$ cat src/rtl/stopwatch_core.sv
// 4-digit BCD millisecond stopwatch with start/stop/hold-to-count control
// and a multiplexed active-low 7-segment display driver.
module stopwatch_core #(
  parameter int SCAN_DIV = 100000
) (
  input  logic        clk,
  input  logic        reset,
  input  logic        start,
  input  logic        stop,
  input  logic        inc,
  input  logic        tick,
  output logic [3:0]  an,
  output logic [6:0]  seg,
  output logic        dp,
  output logic [15:0] count,
  output logic [1:0]  state
);

  localparam int PW = (SCAN_DIV > 1) ? $clog2(SCAN_DIV) : 1;
  localparam logic [PW-1:0] PMAX = PW'(SCAN_DIV - 1);

  typedef enum logic [1:0] {
    S_STOP  = 2'b00,
    S_START = 2'b01,
    S_INC   = 2'b10
  } state_t;

  state_t        cur;
  state_t        nxt;
  logic [15:0]   cnt;
  logic [3:0]    adv;
  logic          cen;
  logic [PW-1:0] presc;
  logic [1:0]    idx;
  logic [3:0]    dig;

  always_ff @(posedge clk) begin
    if (reset) cur <= S_STOP;
    else       cur <= nxt;
  end

  always_comb begin
    nxt = S_STOP;
    case (cur)
      S_STOP: begin
        priority case (1'b1)
          stop:    nxt = S_STOP;
          start:   nxt = S_START;
          inc:     nxt = S_INC;
          default: nxt = S_STOP;
        endcase
      end
      S_START: nxt = stop ? S_STOP : S_START;
      S_INC: begin
        priority case (1'b1)
          stop:    nxt = S_STOP;
          start:   nxt = S_START;
          inc:     nxt = S_INC;
          default: nxt = S_STOP;
        endcase
      end
      default: nxt = S_STOP;
    endcase
  end

  assign cen = (cur != S_STOP);

  // Ripple-carry enables: digit k steps when all lower digits are 9
  always_comb begin
    adv[0] = cen & tick;
    for (int k = 1; k < 4; k++)
      adv[k] = adv[k-1] & (cnt[4*(k-1) +: 4] == 4'd9);
  end

  always_ff @(posedge clk) begin
    if (reset) begin
      cnt <= 16'h0000;
    end else begin
      for (int k = 0; k < 4; k++)
        if (adv[k])
          cnt[4*k +: 4] <= (cnt[4*k +: 4] == 4'd9)
                           ? 4'd0 : cnt[4*k +: 4] + 4'd1;
    end
  end

  always_ff @(posedge clk) begin
    if (reset) begin
      presc <= '0;
      idx   <= 2'd0;
    end else if (presc == PMAX) begin
      presc <= '0;
      idx   <= idx + 2'd1;
    end else begin
      presc <= presc + 1'b1;
    end
  end

  assign dig = cnt[{idx, 2'b00} +: 4];

  always_comb begin
    seg = 7'b1111111;
    case (dig)
      4'd0:    seg = 7'b1000000;
      4'd1:    seg = 7'b1111001;
      4'd2:    seg = 7'b0100100;
      4'd3:    seg = 7'b0110000;
      4'd4:    seg = 7'b0011001;
      4'd5:    seg = 7'b0010010;
      4'd6:    seg = 7'b0000010;
      4'd7:    seg = 7'b1111000;
      4'd8:    seg = 7'b0000000;
      4'd9:    seg = 7'b0010000;
      default: seg = 7'b1111111;
    endcase
  end

  assign an    = ~(4'b0001 << idx);
  assign dp    = (idx != 2'd3);
  assign count = cnt;
  assign state = cur;

endmodule

$ cat config.mk
export PLATFORM = sky130hd
export DESIGN_NAME = stopwatch_core
export DESIGN_NICKNAME = d
export VERILOG_FILES = /design/src/rtl/stopwatch_core.sv
export SDC_FILE = /design/constraint.sdc
export NUM_CORES = 1
export LEC_CHECK = 0
export ABC_AREA = 1
export CORE_MARGIN = 2
export CORE_UTILIZATION = 50
export DETAILED_ROUTE_END_ITERATION = 7
export DONT_BUFFER_PORTS = 1
export SYNTH_ARGS = -nofsm -noshare
export SYNTH_HDL_FRONTEND = slang
export SYNTH_SLANG_ARGS = --single-unit
$ cat constraint.sdc
create_clock -name clk -period 2.93 [get_ports clk]
set_clock_uncertainty 0.05 [all_clocks]
set_input_delay 0.7325 -clock clk [delete_from_list [all_inputs] [get_ports clk]]
set_output_delay 0.7325 -clock clk [all_outputs]
set_load 0.03 [all_outputs]
==> flow_summary.toml, run 1 <==
[setup_path]
critical_setup_path_kind = "register to output pin"
reg2reg_setup_slack_ps = 1370
cp_cell_sequence = "inv_1 > a21oi_1 > o21ai_0 > nand2_2 > inv_1 > ha_1 > o21ai_2 > inv_1 > nand2_1 > nand2_1"
critPathTopFamily = "flip-flops"
crit_required_ps = 2150
critical_path.n_buffers_inverters = 3
worst_path_most_repeated_cell = "sky130_fd_sc_hd__inv_1"
worstPathArrival_ps = 1960
cpMaxStageDelayCell = "sky130_fd_sc_hd__dfxtp_2"
crit_fanout = 8
crit_path_max_incr_delay_ps = 420
critPathCaptureType = "output pin"
worst_setup_path_start_kind = "register"

[sta]
maxClockFrequency_ghz = 0.3652
setup-violations-final = 0
timing.hold.ws_ps = 401.4
worstMarginPinSlew_ps = 520.3
timing.final.crit_period_ps = 2738
timing.slew.headroom_pct = 65.26
hold_viol = 0
setup_total_negative_slack_ps = 0
maxSlewViolCount = 0
post-route-period-util_pct = 93.44

[worst_hold_path]
hold_path.class = "register to register"

[cells_and_area]
final_common_cell = "sky130_fd_sc_hd__nand2_1"
num_antenna_cells = 0
number_of_nets_in_the_final_layout = 359
fin_cells = 396
layout_cells_sized_above_1_pct = 13.08
syn_to_final_growth_pct = 10.49
finalCoreUtilization_pct = 56.79
most_frequent_cells_in_the_layout = "sky130_fd_sc_hd__nand2_1, sky130_fd_sc_hd__nor2_1, sky130_fd_sc_hd__inv_1, sky130_fd_sc_hd__dfxtp_1, sky130_fd_sc_hd__nand3_1"

[clock_tree]
cts_tree = "yes"
postCtsHoldBufs = 0
clk-insertion-delay-late_ps = 290
cts-buffers-inserted = 5
cts_setup_buffers = 0
worst_setup_hold_path_clk_slew_ps = 80
clock_path_buffers = 2
cts_num_sinks = 37
htree_levels = 2
clockRootBuffer = "sky130_fd_sc_hd__clkbuf_8"

[route]
drt_wl_total_mm = 4.771
routed_via_density = 5.071
first_pass_iters = 4
ant_nets = 0
drc = 0
avgRoutedWirePerCell_um = 12.05
via_count = 2008
dr.first_iter.drc_count = 67

[die]
core_region_area_um2 = 4294
dieHeight_um = 70.44
start_util_pct = 51.40
placement_rows = 24
ioPinCount = 36
die-area_um2 = 4962
die_w_um = 70.44

[global_routing]
first_pass_grt_wire_length_mm = 8.238
first_global_vias = 1787
antenna_found_initial = 0
grt_use_total_pct = 20.91
global_route.overflow_total = 0
grt_start_max_net_pins = 18

[run_status]
status = "complete, no violations"

[logic_synthesis]
synth_nets = 347
synth_sequential_area_ratio_pct = 33.56
ys_warn_count = 0
async_reset_ff_share_pct = 0
synth.largest_area_cell = "sky130_fd_sc_hd__dfxtp_1"
synth_ff_type = "sky130_fd_sc_hd__dfxtp_1"
number_of_enable_type_register_cells_in_the_synthesized_netlist = 0
syn-cell-area_um2 = 2207
synth_cell_type_count = 31
synthDominantCellAreaShare_pct = 33.56
synth.ff_latch_count = 37
synthTopCellsByArea = "sky130_fd_sc_hd__dfxtp_1, sky130_fd_sc_hd__nand2_1, sky130_fd_sc_hd__nor2_1"
synthCells = 331
syn-mean-instance-area_um2 = 6.668

[power]
max-vdd-ir-drop_v = 0.0003137
power.total_mw = 1.026
cellPowerDensity_nw_per_um2 = 420.8
static-leakage-power_nw = 1.001

[place]
portBuffers = 0
detailed_place_hpwl_mm = 3.595
routabilityCongestion = 0.9045
dp_cells = 388

[flow_run]
cap_viol_max_count = 0
stage by stage:
| stage | setup slack (ps) | instance area, um^2 |
|---|---|---|
| global route | -13.75 | 2439 |
| floorplan | 533.7 | 2207 |
| CTS | 6.724 | 2434 |
| global placement | 414.7 | 2313 |
| finish | 192.1 | 2439 |
| detailed placement | 346.8 | 2313 |
where the power goes:
group	switching [mW]	internal, mW	total [mW]
Clock	0.192	0.277	0.469
Combinational	0.0315	0.0117	0.0432
Sequential	0.00602	0.508	0.514
flip-flops by register name (all words and copies together) (netlist names):
name	flops
state	2
presc	17
count	16
idx	2
per-layer routing:
| metal | global-route usage, % | up-vias | part of all wire, % |
|---|---|---|---|
| li1 | - | 1067 | - |
| met1 | 26.63 | 885 | 48 |
| met2 | 33.12 | 48 | 45 |
| met3 | 5.916 | 8 | 5.4 |
| met4 | 8.547 | 0 | 2.0 |
| met5 | 0 | - | 0 |
cell usage after synthesis, drive strengths merged, types with 3 or more instances:
cell type and number:
ha 10, xnor2 3, inv 46, nor3 5, nand4 5, dfxtp 37, a21oi 17, nand2 88
nor2 54, nand3 28, buf 6, xor2 6, o21ai 18
worst reg2reg max path: stages, from the launching register on:
cell,delay (ps)
sky130_fd_sc_hd__dfxtp_1,440
sky130_fd_sc_hd__inv_1,170
sky130_fd_sc_hd__nand2_1,130
sky130_fd_sc_hd__nor2_4,200
sky130_fd_sc_hd__inv_1,90
sky130_fd_sc_hd__nor2_4,170
sky130_fd_sc_hd__nand3_1,90
sky130_fd_sc_hd__nand2_1,70
sky130_fd_sc_hd__nor2_1,50
repair_timing:
| action | in CTS | in global routing |
|---|---|---|
| endpoints found under the setup margin | 0 | 7 |
| gates resized for setup | 0 | 3 |
| hold endpoints to repair | 0 | 0 |
final cells by class:
class                      count  area [um^2]
sequential                    37        743.2
timing repair buffer          11        82.58
inverter                      46        172.7
clock inverter                 2        37.54
fill                         450         1856
multi-input combinational    242         1255
clock buffer                   6        82.58
tap                           52        65.06
logic make-up after synthesis:
| group | count (synthesis) | share of synthesized area (%) |
|---|---|---|
| flops | 37 | 33.56 |
| compound gates | 39 | 9.807 |
| xor+xnor | 9 | 3.572 |
| buf+inv | 52 | 9.694 |
| fa+ha+maj | 10 | 5.669 |
| simple gates | 184 | 37.70 |
final timing paths:
| path | start | endpoint | cells after the start |
|---|---|---|---|
| worst min register to register | presc[0]$_SDFF_PP0_ | presc[0]$_SDFF_PP0_ | 1 |
| worst max register to register | count[6]$_SDFFE_PP0N_ | count[15]$_SDFFE_PP0P_ | 8 |
| worst max-delay path | idx[1]$_SDFFE_PP0N_ | seg[5] | 10 |
| worst min-delay path | presc[0]$_SDFF_PP0_ | presc[0]$_SDFF_PP0_ | 1 |
No activity file was read; power rests on OpenSTA's default activity.
==> run 2: changes to the inputs <==
--- a/config.mk
+++ b/config.mk
@@ -13,3 +13,4 @@
 export SYNTH_ARGS = -nofsm -noshare
 export SYNTH_HDL_FRONTEND = slang
 export SYNTH_SLANG_ARGS = --single-unit
+export TNS_END_PERCENT = 1
==> results of run 2 <==
No change in the layout: final DEF, timing and power equal those of run 1.
==> run 3: changes to the inputs <==
--- a/config.mk
+++ b/config.mk
@@ -6,6 +6,7 @@
 export NUM_CORES = 1
 export LEC_CHECK = 0
 export ABC_AREA = 1
+export CAP_MARGIN = 20
 export CORE_MARGIN = 2
 export CORE_UTILIZATION = 50
 export DETAILED_ROUTE_END_ITERATION = 7
==> results of run 3 <==
No change in the layout: final DEF, timing and power equal those of run 1.
